[src/rtl/fml16_sram_ctrl_if.sv]
// Bus bundle between the 16-bit FML master, the SRAM controller and the external async SRAM.
// Modports: master = FML upstream, slave = controller, mem = SRAM device.
interface fml16_sram_ctrl_if #(
  parameter int unsigned ADR_W = 24
);
  logic [ADR_W-1:0] fml_adr;
  logic             fml_stb;
  logic             fml_we;
  logic [3:0]       fml_sel;
  logic [31:0]      fml_di;
  logic             fml_ack;
  logic [31:0]      fml_do;
  logic [ADR_W-2:0] sram_adr;
  logic [15:0]      sram_d_o;
  logic             sram_d_oe;
  logic [15:0]      sram_d_i;
  logic             sram_ce_n;
  logic             sram_oe_n;
  logic             sram_we_n;
  logic             sram_bhe_n;
  logic             sram_ble_n;

  modport master (
    output fml_adr, fml_stb, fml_we, fml_sel, fml_di,
    input  fml_ack, fml_do
  );

  modport slave (
    input  fml_adr, fml_stb, fml_we, fml_sel, fml_di, sram_d_i,
    output fml_ack, fml_do, sram_adr, sram_d_o, sram_d_oe,
    output sram_ce_n, sram_oe_n, sram_we_n, sram_bhe_n, sram_ble_n
  );

  modport mem (
    input  sram_adr, sram_d_o, sram_d_oe, sram_ce_n, sram_oe_n, sram_we_n,
    input  sram_bhe_n, sram_ble_n,
    output sram_d_i
  );
endinterface

[src/rtl/fml16_sram_ctrl.sv]
// FML slave driving an asynchronous 16-bit SRAM: one request = one SRAM cycle with wait states,
// write hold and read->write turnaround. Optional single-entry write posting: FML16_SRAM_WPOST_EN.
module fml16_sram_ctrl #(
  parameter int unsigned ADR_W   = 24,
  parameter int unsigned RD_WAIT = 2,
  parameter int unsigned WR_WAIT = 2,
  parameter int unsigned TURN    = 1
) (
  input  logic             sys_clk,
  input  logic             sys_rst_n,
  fml16_sram_ctrl_if.slave bus
);

  localparam int unsigned MAX_WAIT = (RD_WAIT > WR_WAIT) ?
                                     ((RD_WAIT > TURN) ? RD_WAIT : TURN) :
                                     ((WR_WAIT > TURN) ? WR_WAIT : TURN);
  localparam int unsigned CNT_W    = (MAX_WAIT < 1) ? 1 : $clog2(MAX_WAIT + 1);
  localparam int unsigned RD_LD_I  = RD_WAIT - 1;
  localparam int unsigned WR_LD_I  = WR_WAIT - 1;
  localparam int unsigned TURN_LD_I = (TURN > 0) ? TURN - 1 : 0;
  localparam logic [CNT_W-1:0] RD_LD   = CNT_W'(RD_LD_I);
  localparam logic [CNT_W-1:0] WR_LD   = CNT_W'(WR_LD_I);
  localparam logic [CNT_W-1:0] TURN_LD = CNT_W'(TURN_LD_I);

  typedef enum logic [2:0] {
    S_IDLE  = 3'd0,
    S_TURN  = 3'd1,
    S_READ  = 3'd2,
    S_WRITE = 3'd3,
    S_WHOLD = 3'd4,
    S_ACK   = 3'd5
  } state_e;

  state_e           state_q, state_d;
  logic [CNT_W-1:0] cnt_q, cnt_d;
  logic             last_rd_q, last_rd_d;
  logic             accept_c;

  logic [ADR_W-2:0] adr_q, adr_d;
  logic [1:0]       sel_q, sel_d;
  logic [15:0]      dat_q, dat_d;

  logic             ce_n_q, ce_n_d;
  logic             oe_n_q, oe_n_d;
  logic             we_n_q, we_n_d;
  logic             bhe_n_q, bhe_n_d;
  logic             ble_n_q, ble_n_d;
  logic             d_oe_q, d_oe_d;
  logic             ack_q, ack_d;
  logic [31:0]      do_q, do_d;

  logic             unused_c;
  assign unused_c = ^{bus.fml_adr[0], bus.fml_sel[3:2], bus.fml_di[31:16]};

  // State register and all SRAM/FML-side output registers; reset releases strobes mid-cycle.
  always_ff @(posedge sys_clk or negedge sys_rst_n) begin
    if (!sys_rst_n) begin
      state_q   <= S_IDLE;
      cnt_q     <= '0;
      last_rd_q <= 1'b0;
      adr_q     <= '0;
      sel_q     <= '0;
      dat_q     <= '0;
      ce_n_q    <= 1'b1;
      oe_n_q    <= 1'b1;
      we_n_q    <= 1'b1;
      bhe_n_q   <= 1'b1;
      ble_n_q   <= 1'b1;
      d_oe_q    <= 1'b0;
      ack_q     <= 1'b0;
      do_q      <= '0;
    end else begin
      state_q   <= state_d;
      cnt_q     <= cnt_d;
      last_rd_q <= last_rd_d;
      adr_q     <= adr_d;
      sel_q     <= sel_d;
      dat_q     <= dat_d;
      ce_n_q    <= ce_n_d;
      oe_n_q    <= oe_n_d;
      we_n_q    <= we_n_d;
      bhe_n_q   <= bhe_n_d;
      ble_n_q   <= ble_n_d;
      d_oe_q    <= d_oe_d;
      ack_q     <= ack_d;
      do_q      <= do_d;
    end
  end

  // Next-state: wait counters load on state entry and count down to zero without wrapping.
  always_comb begin
    state_d   = state_q;
    cnt_d     = cnt_q;
    last_rd_d = last_rd_q;
    accept_c  = 1'b0;
    unique case (state_q)
      S_IDLE: begin
        if (bus.fml_stb) begin
          accept_c = 1'b1;
          if (bus.fml_we && last_rd_q && (TURN > 0)) begin
            state_d = S_TURN;
            cnt_d   = TURN_LD;
          end else if (bus.fml_we) begin
            state_d = S_WRITE;
            cnt_d   = WR_LD;
          end else begin
            state_d = S_READ;
            cnt_d   = RD_LD;
          end
        end
      end
      S_TURN: begin
        if (cnt_q == '0) begin
          state_d = S_WRITE;
          cnt_d   = WR_LD;
        end else begin
          cnt_d = cnt_q - CNT_W'(1);
        end
      end
      S_READ: begin
        if (cnt_q == '0) begin
          state_d   = S_ACK;
          last_rd_d = 1'b1;
        end else begin
          cnt_d = cnt_q - CNT_W'(1);
        end
      end
      S_WRITE: begin
        if (cnt_q == '0) begin
          state_d = S_WHOLD;
        end else begin
          cnt_d = cnt_q - CNT_W'(1);
        end
      end
      S_WHOLD: begin
        last_rd_d = 1'b0;
`ifdef FML16_SRAM_WPOST_EN
        // Posted writes were already acked at accept; return straight to IDLE.
        state_d = S_IDLE;
`else
        state_d = S_ACK;
`endif
      end
      S_ACK:   state_d = S_IDLE;
      default: state_d = S_IDLE;
    endcase
  end

  // Request capture: held stable from accept until the next IDLE.
  always_comb begin
    adr_d = adr_q;
    sel_d = sel_q;
    dat_d = dat_q;
    if (accept_c) begin
      adr_d = bus.fml_adr[ADR_W-1:1];
      sel_d = bus.fml_sel[1:0];
      dat_d = bus.fml_di[15:0];
    end
  end

  // Outputs are decoded from the upcoming state so the pins line up with the state they belong to.
  always_comb begin
    ce_n_d  = 1'b1;
    oe_n_d  = 1'b1;
    we_n_d  = 1'b1;
    bhe_n_d = 1'b1;
    ble_n_d = 1'b1;
    d_oe_d  = 1'b0;
    ack_d   = 1'b0;
    do_d    = do_q;
    unique case (state_d)
      S_READ: begin
        ce_n_d  = 1'b0;
        oe_n_d  = 1'b0;
        bhe_n_d = 1'b0;
        ble_n_d = 1'b0;
      end
      S_WRITE: begin
        ce_n_d  = 1'b0;
        we_n_d  = 1'b0;
        d_oe_d  = 1'b1;
        bhe_n_d = ~sel_d[1];
        ble_n_d = ~sel_d[0];
      end
      S_WHOLD: begin
        ce_n_d  = 1'b0;
        d_oe_d  = 1'b1;
        bhe_n_d = ~sel_d[1];
        ble_n_d = ~sel_d[0];
      end
      S_ACK:   ack_d = 1'b1;
      default: ;
    endcase
    if ((state_q == S_READ) && (cnt_q == '0)) begin
      do_d = {16'h0000, bus.sram_d_i};
    end
`ifdef FML16_SRAM_WPOST_EN
    if (accept_c && bus.fml_we) begin
      ack_d = 1'b1;
    end
`endif
  end

  assign bus.fml_ack    = ack_q;
  assign bus.fml_do     = do_q;
  assign bus.sram_adr   = adr_q;
  assign bus.sram_d_o   = dat_q;
  assign bus.sram_d_oe  = d_oe_q;
  assign bus.sram_ce_n  = ce_n_q;
  assign bus.sram_oe_n  = oe_n_q;
  assign bus.sram_we_n  = we_n_q;
  assign bus.sram_bhe_n = bhe_n_q;
  assign bus.sram_ble_n = ble_n_q;

endmodule

[src/flat_wrapper.sv]
// flat-port wrapper written by rule: the top's interface ports become plain ports
module fml16_sram_ctrl_flat 
#(
  parameter int unsigned ADR_W   = 24,
  parameter int unsigned RD_WAIT = 2,
  parameter int unsigned WR_WAIT = 2,
  parameter int unsigned TURN    = 1
)
  (sys_clk, sys_rst_n, bus_fml_adr, bus_fml_stb, bus_fml_we, bus_fml_sel, bus_fml_di, bus_sram_d_i, bus_fml_ack, bus_fml_do, bus_sram_adr, bus_sram_d_o, bus_sram_d_oe, bus_sram_ce_n, bus_sram_oe_n, bus_sram_we_n, bus_sram_bhe_n, bus_sram_ble_n);
  fml16_sram_ctrl_if #(.ADR_W(ADR_W)) bus_i ();
  input  logic sys_clk;
  input  logic sys_rst_n;
  input wire logic [$bits(bus_i.fml_adr)-1:0] bus_fml_adr;
  input wire logic [$bits(bus_i.fml_stb)-1:0] bus_fml_stb;
  input wire logic [$bits(bus_i.fml_we)-1:0] bus_fml_we;
  input wire logic [$bits(bus_i.fml_sel)-1:0] bus_fml_sel;
  input wire logic [$bits(bus_i.fml_di)-1:0] bus_fml_di;
  input wire logic [$bits(bus_i.sram_d_i)-1:0] bus_sram_d_i;
  output wire logic [$bits(bus_i.fml_ack)-1:0] bus_fml_ack;
  output wire logic [$bits(bus_i.fml_do)-1:0] bus_fml_do;
  output wire logic [$bits(bus_i.sram_adr)-1:0] bus_sram_adr;
  output wire logic [$bits(bus_i.sram_d_o)-1:0] bus_sram_d_o;
  output wire logic [$bits(bus_i.sram_d_oe)-1:0] bus_sram_d_oe;
  output wire logic [$bits(bus_i.sram_ce_n)-1:0] bus_sram_ce_n;
  output wire logic [$bits(bus_i.sram_oe_n)-1:0] bus_sram_oe_n;
  output wire logic [$bits(bus_i.sram_we_n)-1:0] bus_sram_we_n;
  output wire logic [$bits(bus_i.sram_bhe_n)-1:0] bus_sram_bhe_n;
  output wire logic [$bits(bus_i.sram_ble_n)-1:0] bus_sram_ble_n;
  assign bus_i.fml_adr = bus_fml_adr;
  assign bus_i.fml_stb = bus_fml_stb;
  assign bus_i.fml_we = bus_fml_we;
  assign bus_i.fml_sel = bus_fml_sel;
  assign bus_i.fml_di = bus_fml_di;
  assign bus_i.sram_d_i = bus_sram_d_i;
  assign bus_fml_ack = bus_i.fml_ack;
  assign bus_fml_do = bus_i.fml_do;
  assign bus_sram_adr = bus_i.sram_adr;
  assign bus_sram_d_o = bus_i.sram_d_o;
  assign bus_sram_d_oe = bus_i.sram_d_oe;
  assign bus_sram_ce_n = bus_i.sram_ce_n;
  assign bus_sram_oe_n = bus_i.sram_oe_n;
  assign bus_sram_we_n = bus_i.sram_we_n;
  assign bus_sram_bhe_n = bus_i.sram_bhe_n;
  assign bus_sram_ble_n = bus_i.sram_ble_n;
  fml16_sram_ctrl #(.ADR_W(ADR_W), .RD_WAIT(RD_WAIT), .WR_WAIT(WR_WAIT), .TURN(TURN)) u_core (.sys_clk(sys_clk), .sys_rst_n(sys_rst_n), .bus(bus_i));
endmodule
[config.mk]
export PLATFORM = sky130hd
export DESIGN_NAME = fml16_sram_ctrl_flat
export DESIGN_NICKNAME = d
export VERILOG_FILES = /design/src/rtl/fml16_sram_ctrl_if.sv /design/src/rtl/fml16_sram_ctrl.sv /design/src/flat_wrapper.sv
export SDC_FILE = /design/constraint.sdc
export NUM_CORES = 1
export LEC_CHECK = 0
export ABC_AREA = 1
export BUFFER_PORTS_ARGS = -buffer_cell sky130_fd_sc_hd__clkbuf_2
export CAP_MARGIN = 10
export CORE_ASPECT_RATIO = 1.25
export CORE_MARGIN = 3
export CORE_UTILIZATION = 45
export CTS_BUF_LIST = sky130_fd_sc_hd__clkbuf_4
export DETAILED_ROUTE_END_ITERATION = 16
export PLACE_DENSITY = 0.88
export SETUP_SLACK_MARGIN = 0.3
export SLEW_MARGIN = 25
export SYNTH_ARGS = -nofsm -noshare
export SYNTH_HDL_FRONTEND = slang
export SYNTH_SLANG_ARGS = --single-unit
[constraint.sdc]
create_clock -name sys_clk -period 3.83 [get_ports sys_clk]
set_input_delay 0.383 -clock sys_clk [delete_from_list [all_inputs] [get_ports sys_clk]]
set_output_delay 0.383 -clock sys_clk [all_outputs]
set_load 0.01 [all_outputs]
# After elaboration in Yosys (flattened, before gate mapping)
# Index checks and enable logic that the tools add are counted.
# W data, S select, Z words.
# classes
div	0
n_mul	0
n_reduce_logical	11
n_eq_ne	11
bitwise_logic	2
mux	24
add_sub_neg	1
n_shift	0
magnitude_cmp	0
# op_table
cell	n
$mux W3	5
$pmux W3 S5	1
$eq A3 B2 Y1 const B	4
$mux W1	10
$eq A3 B3 Y1 const B	3
$mux W2	4
$pmux W1 S2	3
$pmux W2 S3	1
$ne A2 B2 Y1 const B	2
$reduce_or A2 Y1	2
$eq A3 B1 Y1 const B	1
$logic_not A3 Y1	1
$reduce_and A3 Y1	1
$reduce_bool A3 Y1	1
$reduce_or A3 Y1	1
$logic_and A1 B1 Y1	2
$logic_not A2 Y1	1
$ne A2 B1 Y1 const B	1
$not A1 Y1	2
$reduce_and A2 Y1	1
$reduce_bool A2 Y1	1
$sub A2 B1 Y2 const B	1
# totals
reg_bits	70
romBits	0
output_inout_bits	78
latch_bits	0
input_bits	80
n_memories	0
ram_bits	0

# Depth between registers and ports, before layout
# Gate-level depths: netlist (run 1).
# depth
depth_word	7
mapped_depth	11
depth_no_buf	11

# Worst setup path before layout (run 1)
# Ideal clock, no wire load.
# synth_path
path_kind	register to register
startpoint	reg u_core.cnt_q[0]
endpoint	reg u_core.do_q[0], in the netlist u_core.bus.fml_do[0]
setup_slack_ns	2.302
arrival_ns	1.403
path_buffers	1
required_time_ns	3.705
stages_incl_launch_ff	8
cell_sequence	dfrtp_1 inv_1 ha_1 inv_2 nor2_2 nand2_4 buf_6 mux2_4
# synth_between
elab_chain_cells	2
# synth_lines
element	line	source
from (decl)	fml16_sram_ctrl.sv:35	logic [CNT_W-1:0] cnt_q, cnt_d;
from (signal assigned)	fml16_sram_ctrl.sv:74	cnt_q <= cnt_d;
$logic_not A2 Y1	fml16_sram_ctrl.sv:194	if ((state_q == S_READ) && (cnt_q == '0)) begin
$logic_and A1 B1 Y1	fml16_sram_ctrl.sv:194	
to (signal assigned)	fml16_sram_ctrl.sv:86	do_q <= do_d;
to (decl)	fml16_sram_ctrl.sv:50	logic [31:0] do_q, do_d;
# Every way passes these cells.
# A chain may end at the register's enable or synchronous reset.

# Final worst setup path (run 1)
# layout_path
startpoint	reg u_core.state_q[0]
endpoint	reg u_core.dat_q[2], in the netlist u_core.bus.sram_d_o[2]
# layout_between
elab_chain_cells	2
# layout_lines
element	line	source
from (decl)	fml16_sram_ctrl.sv:34	state_e state_q, state_d;
from (signal assigned)	fml16_sram_ctrl.sv:73	state_q <= state_d;
$logic_not A3 Y1	fml16_sram_ctrl.sv:96	unique case (state_q)
$mux W1	fml16_sram_ctrl.sv:96	
to (signal assigned)	fml16_sram_ctrl.sv:78	dat_q <= dat_d;
to (decl)	fml16_sram_ctrl.sv:41	logic [15:0] dat_q, dat_d;
# Every way passes these cells.

==> results of run 1 <==
metrics by stage:
step	instance area (µm²)	setup slack, ps	std cells	util	hold slack, ps
detailed placement	3700	2050	418	0.560	489
global placement	3700	2110	418	0.560	455
CTS	3880	2040	434	0.588	38.4
floorplan	3150	2300	229	-	87.4
global route	3880	1960	434	0.588	64.1
finish	3880	2040	434	0.588	39.7
layer usage:
metal,track usage,up-vias,part of all wire
met4,0.0780,0,0.021
met3,0.0448,13,0.089
met1,0.189,969,0.38
met5,0,-,0
li1,-,942,-
met2,0.265,103,0.51
registers in the layout, indices dropped and copies added (netlist names):
register	count
u_core.bus.sram_ce_n	1
u_core.bus.sram_d_o	16
u_core.bus.fml_ack	1
u_core.bus.sram_adr	23
u_core.cnt_q	2
u_core.bus.sram_oe_n	1
u_core.sel_q	2
u_core.last_rd_q	1
u_core.bus.sram_we_n	1
u_core.bus.sram_d_oe	1
u_core.bus.sram_ble_n	1
u_core.bus.sram_bhe_n	1
u_core.bus.fml_do	16
u_core.state_q	3
final cells by class:
cell class / instances / area (µm²) / area share
sequential: 70 / 1760 / 0.453
multi-input combinational: 123 / 1160 / 0.299
timing repair buffer: 123 / 618 / 0.159
tap: 87 / 109 / 0.0280
clock inverter: 5 / 97.6 / 0.0251
clock buffer: 11 / 82.6 / 0.0213
inverter: 15 / 56.3 / 0.0145
critical path, delay by kind of cell, from the launching register on:
kind / cells / cell delay, ps
simple gates: 2 / 690
mux: 1 / 410
flops: 1 / 550
worst min path at each step:
stage / from / endpoint / cells past startpoint
after floorplan: sys_rst_n / u_core.bus.fml_ack / 0
after global placement: u_core.last_rd_q / u_core.last_rd_q / 2
after detailed placement: sys_rst_n / u_core.bus.sram_adr[9] / 1
after CTS: sys_rst_n / u_core.bus.sram_d_o[11] / 1
after global routing: sys_rst_n / u_core.bus.sram_d_o[12] / 1
final: sys_rst_n / u_core.bus.sram_adr[9] / 1
cells by family after synthesis:
kind of cell	Yosys count
DFF	70
muxes	55
and+or+nand+nor	43
buffers and inverters	36
AOI/OAI and AO/OA	7
adders and majority gates	2
other	1
power groups by stage:
stage / sequential (W) / combinational (W) / clock (W)
detailed placement: 0.00137 / 0.00162 / 0
global route: 0.00141 / 0.00174 / 0.000640
finish: 0.00136 / 0.00160 / 0.000575
CTS: 0.00136 / 0.00163 / 0.000598
global placement: 0.00134 / 0.00157 / 0
floorplan: 0.00150 / 0.000974 / 0
layout by cell type, fill, tap and decap left out:
cell type  count
clkbuf_2     121
dfrtp_1       65
mux2_4        44
nand2_1       20
conb_1        16
mux2_2        11
clkbuf_4      11
inv_1         10
inv_2          5
nand3_1        5
dfstp_2        5
nand2_2        4
nor2_4         3
nand3_2        3
nor2_1         3
o21ai_0        3
bufinv_16      3
nand2_4        2
o21ai_2        2
nand4_1        2
ha_1           2
clkinv_1       2
nor2_2         1
o211ai_1       1
o32ai_1        1
buf_2          1
buf_4          1
==> results.cfg, run 1 <==
[power]
power.clock.fraction = 0.162
pwr_density_cell_nw_per_um2 = 912
cellInternalPower_w = 0.00232
seq_power_share = 0.384
leakage_nw = 2.16
ir_worst_vdd_mv = 0.450
netSwitchingFraction = 0.345
sw_pwr_w = 0.00122
comb_power_share = 0.453
design_power_total_w = 0.00354

[cts]
cts.clk_slew.worst_paths_ps = 110
cts.sinks = 70
cts_hold_buffers = 0
max-clock-path-buffers = 2
h-tree-depth = 3
cts_resized = 0
clock_insertion_delay_worst_skew_ps = 380
ctsRootBufferMaster = clkbuf_4
cts_inserted_buffers = 9
cts_tree = done
post-cts-setup-buffers = 0

[cells_and_area]
areaGrowthSynthToFinish_pct = 25.4
layout-drive-gt1-share = 0.625
fillerInstances = 558
finish.net_count = 424
antenna_diode_count = 0

[setup_path]
timing.setup.critical_path_class = register to register
r2r_start = u_core.state_q[0]
critical_path.cell_chain = nor2_4 > nand2_4 > mux2_2
rr_endpoint = u_core.bus.sram_d_o[2]
worstPathMaxFanout = 43
worstPathRequired_ps = 4100
r2r_cells = 3
startpoint_class = register
critical_path.startpoint = u_core.state_q[0]
crit_path_end = u_core.bus.sram_d_o[2]
crit_path_end_kind = register
crit_path_max_incr_delay_ps = 580
critPathArrivalTime_ps = 2060
setup.reg_to_reg.worst_slack_ps = 2040
worst_path_max_delay_cell = nand2_4

[route]
routed_via_count = 2027
route.detailed.drc = 0
drt-initial-drc-count = 60
ant_nets = 0
routed_wirelength_um = 6020
vias_per_cell = 4.67
drt_pass1_iterations = 4
detail_routed_net_length_per_standard_cell_um = 13.9

[floorplan]
num_io_pins = 158
start_util = 0.468
core_area_um2 = 6610
die_width_um = 80.2
floorplan.die.height_um = 98.7
row_count = 33
floorplan.die_area_um2 = 7910

[run_status]
run_status = finished, final reports clean

[global_routing]
largest_net_degree_at_the_start_of_global_routing = 44
globalRoute.totalOverflow = 0
antenna_found_initial = 0
grt_pass1_vias = 2053
first_pass_grt_wire_length_um = 9700
grt.total_usage = 0.160

[synthesis]
synthAdderAreaFrac = 0.00809
synth-simple-area-share = 0.0780
cell_with_the_most_instances_after_synthesis = dfrtp_1
post-synth-top-area-fraction = 0.526
synth_enable_flop_cells = 0
synth.largest_area_cell = dfrtp_1
ys_warn_count = 0
synth_top_family_by_area = multiplexers
ys_types = 23
synth.yosys.seq_area_share = 0.568
synth_area_leaders = dfrtp_1, mux2_4, dfstp_2, mux2_2, buf_4
synth_xor_xnor_area_share = 0
postSynthRegisterBits = 70
synth-main-ff-cell = dfrtp_1
post_synth.cell_area_avg_um2 = 14.5
post_synth_instance_area_um2 = 3090
synth-compound-area-share = 0.0158
postSynthCellCount = 214
mux_cell_area_share_after_synthesis = 0.254
synth_async_sr_flop_share = 1.00
post_synth_most_frequent_cells = dfrtp_1, mux2_4, nand2_1

[timing]
maximum_operating_frequency_mhz = 558
slew_at_the_pin_closest_to_its_max_slew_limit_ps = 773
hold_viol_final = 0
fin_crit_share = 0.468
final.setup_skew_ps = 8.66
timing.max_slew.rel_slack = 0.484
fin_setup_tns_ps = 0
setup_viol_count_final = 0
grt_setup_unrepaired = no
drv_slew = 0
fin_crit_ps = 1790

[placed_design]
gp_congestion = 0.780
dpl.hpwl_um = 4600
buffer_ports.inserted = 122

[run]
drv.max_cap_violation_count = 0

[min_path]
hold_crit_class = input pin to asynchronous set/reset pin
Power figures use the tool's default switching activity.
==> run 2: changes to the inputs <==
==> constraint.sdc (replaced) <==
create_clock -name sys_clk -period 1.8 [get_ports sys_clk]
set_input_delay 0.18 -clock sys_clk [delete_from_list [all_inputs] [get_ports sys_clk]]
set_output_delay 0.18 -clock sys_clk [all_outputs]
set_load 0.01 [all_outputs]
==> results.cfg, run 2 (same netlist as run 1, synthesis figures left out) <==
[run_status]
run_status = finished, final reports clean

[route]
detail_routed_net_length_per_standard_cell_um = 13.9
vias_per_cell = 4.55
routed_via_count = 2257
drt-initial-drc-count = 68
route.detailed.drc = 0
drt_pass1_iterations = 4
ant_nets = 0
routed_wirelength_um = 6920

[cts]
clock_insertion_delay_worst_skew_ps = 390
h-tree-depth = 3
cts.clk_slew.worst_paths_ps = 110
cts_tree = done
cts_inserted_buffers = 9
cts.sinks = 70
max-clock-path-buffers = 2
ctsRootBufferMaster = clkbuf_4

[setup_path]
crit_path_end_kind = register
worstPathMaxFanout = 24
timing.setup.critical_path_class = register to register
critPathArrivalTime_ps = 1740
r2r_start = u_core.state_q[2]
crit_path_max_incr_delay_ps = 490
count_of_buffer_and_inverter_cells_on_the_critical_path = 1
rr_endpoint = u_core.bus.sram_adr[20]
r2r_cells = 4
worstPathRequired_ps = 2070
critical_path.cell_chain = nor2_4 > nand2_4 > buf_12 > mux2_4
startpoint_class = register
setup.reg_to_reg.worst_slack_ps = 320
critPathTopFamily = flip-flops
worst_path_max_delay_cell = dfrtp_2

[min_path]
min_from = bus_fml_di[7]
hold_path_end = u_core.bus.sram_d_o[7]
min_path_cells = 2
hold_crit_class = input pin to register

[timing]
fin_setup_tns_ps = 0
hold_viol_final = 0
fin_crit_ps = 1480
final.setup_skew_ps = 11.1
setup_viol_count_final = 0
maximum_operating_frequency_mhz = 678
grt_setup_unrepaired = yes
drv_slew = 0
fin_crit_share = 0.820

[global_routing]
grt_pass1_vias = 2260
first_pass_grt_wire_length_um = 10600
largest_net_degree_at_the_start_of_global_routing = 71
globalRoute.totalOverflow = 0
grt.total_usage = 0.173
antenna_found_initial = 0

[cells_and_area]
finish.net_count = 486
top_library_cells_by_usage_in_the_layout_fill_and_taps_aside = clkbuf_2, dfrtp_1, dlygate4sd3_1
layout_commonest_cell = clkbuf_2
finalCoreUtilization = 0.676
layout.cell_area.non_filler_um2 = 4470
areaGrowthSynthToFinish_pct = 44.3
layout-drive-gt1-share = 0.575
antenna_diode_count = 0
flip_flop_count_of_the_largest_register_after_layout = 23

[floorplan]
floorplan.die_area_um2 = 7910
start_util = 0.468
die_width_um = 80.2
num_io_pins = 158
row_count = 33
floorplan.die.height_um = 98.7
core_area_um2 = 6610

[power]
seq_power_share = 0.385
design_power_total_w = 0.00748
comb_power_share = 0.505
sw_pwr_w = 0.00271
leakage_nw = 2.41
ir_worst_vdd_mv = 0.850
netSwitchingFraction = 0.362
pwr_density_cell_nw_per_um2 = 1670
cellInternalPower_w = 0.00477
power.clock.fraction = 0.110

[placed_design]
buffer_ports.inserted = 122
gp_congestion = 0.750
dpl.hpwl_um = 4200
placedInstanceArea_um2 = 3740

[run]
drv.max_cap_violation_count = 0
-- run 2: cell types whose count changed in the layout (fill, tap and decap cells not counted), sizes merged --
cell	before	now
bufinv	3	0
buf	2	13
dlygate4sd3	0	51
clkinvlp	0	1
clkinv	2	4
-- run 2: routing by layer --
layer	global-route usage	wire length (µm)	vias to the layer above
li1	-	-	1060
met1	0.207	2710	1072
met2	0.284	3460	108
met3	0.0494	552	17
met4	0.0845	193	0
met5	0	0	-
-- run 2: how the worst max path moves through the flow --
stage,start,endpoint,slack [ps],cells past startpoint
detailed placement,u_core.cnt_q[0],u_core.bus.sram_bhe_n,190,10
global route,u_core.state_q[0],u_core.cnt_q[0],250,6
finish,u_core.state_q[2],u_core.bus.sram_adr[20],320,4
CTS,u_core.state_q[0],u_core.bus.sram_d_o[6],300,4
floorplan,u_core.cnt_q[0],u_core.bus.fml_do[0],300,7
global placement,u_core.cnt_q[0],u_core.bus.sram_ble_n,230,10
-- run 2: final cells by class --
| type | instances | area, µm² |
|---|---|---|
| inverters | 15 | 56.3 |
| clock buffers | 11 | 82.6 |
| fillers | 483 | 2140 |
| repair buffers | 185 | 1250 |
| clock inverters | 5 | 27.5 |
| well taps | 87 | 109 |
| flip-flops and latches | 70 | 1760 |
| multi-input cells | 123 | 1180 |
-- run 2: power groups by stage --
stage / clock, W / combinational, W / sequential (W)
6_report: 0.000821 / 0.00378 / 0.00288
5_1_grt: 0.000933 / 0.00409 / 0.00297
4_1_cts: 0.000876 / 0.00364 / 0.00288
3_5_place_dp: 0 / 0.00346 / 0.00290
3_3_place_gp: 0 / 0.00338 / 0.00286
2_1_floorplan: 0 / 0.00208 / 0.00320
-- run 2: worst register-to-register path, delay by kind of cell (launching register included) --
kind,cells,cell delay (ps)
flip-flops,1,490
buffers and inverters,1,220
multiplexers,1,320
AND/OR/NAND/NOR,2,340
-- run 2: metrics by stage --
step | setup slack [ps] | instances | hold slack [ps]
after global routing | 249 | 496 | 4.47
after detailed placement | 192 | 420 | 232
after CTS | 303 | 489 | 0.530
after floorplan | 301 | 229 | -116
final | 324 | 496 | 36.7
after global placement | 228 | 420 | 225
-- run 2: what timing repair did --
| item | 4_1_cts | 5_1_grt |
|---|---|---|
| endpoints found under the setup margin | 51 | 50 |
| hold endpoints to repair | 114 | 1 |
| pin swaps | 2 | 2 |
| hold buffers | 50 | 1 |
| resized for setup | 3 | 4 |
| setup buffers | 3 | 6 |
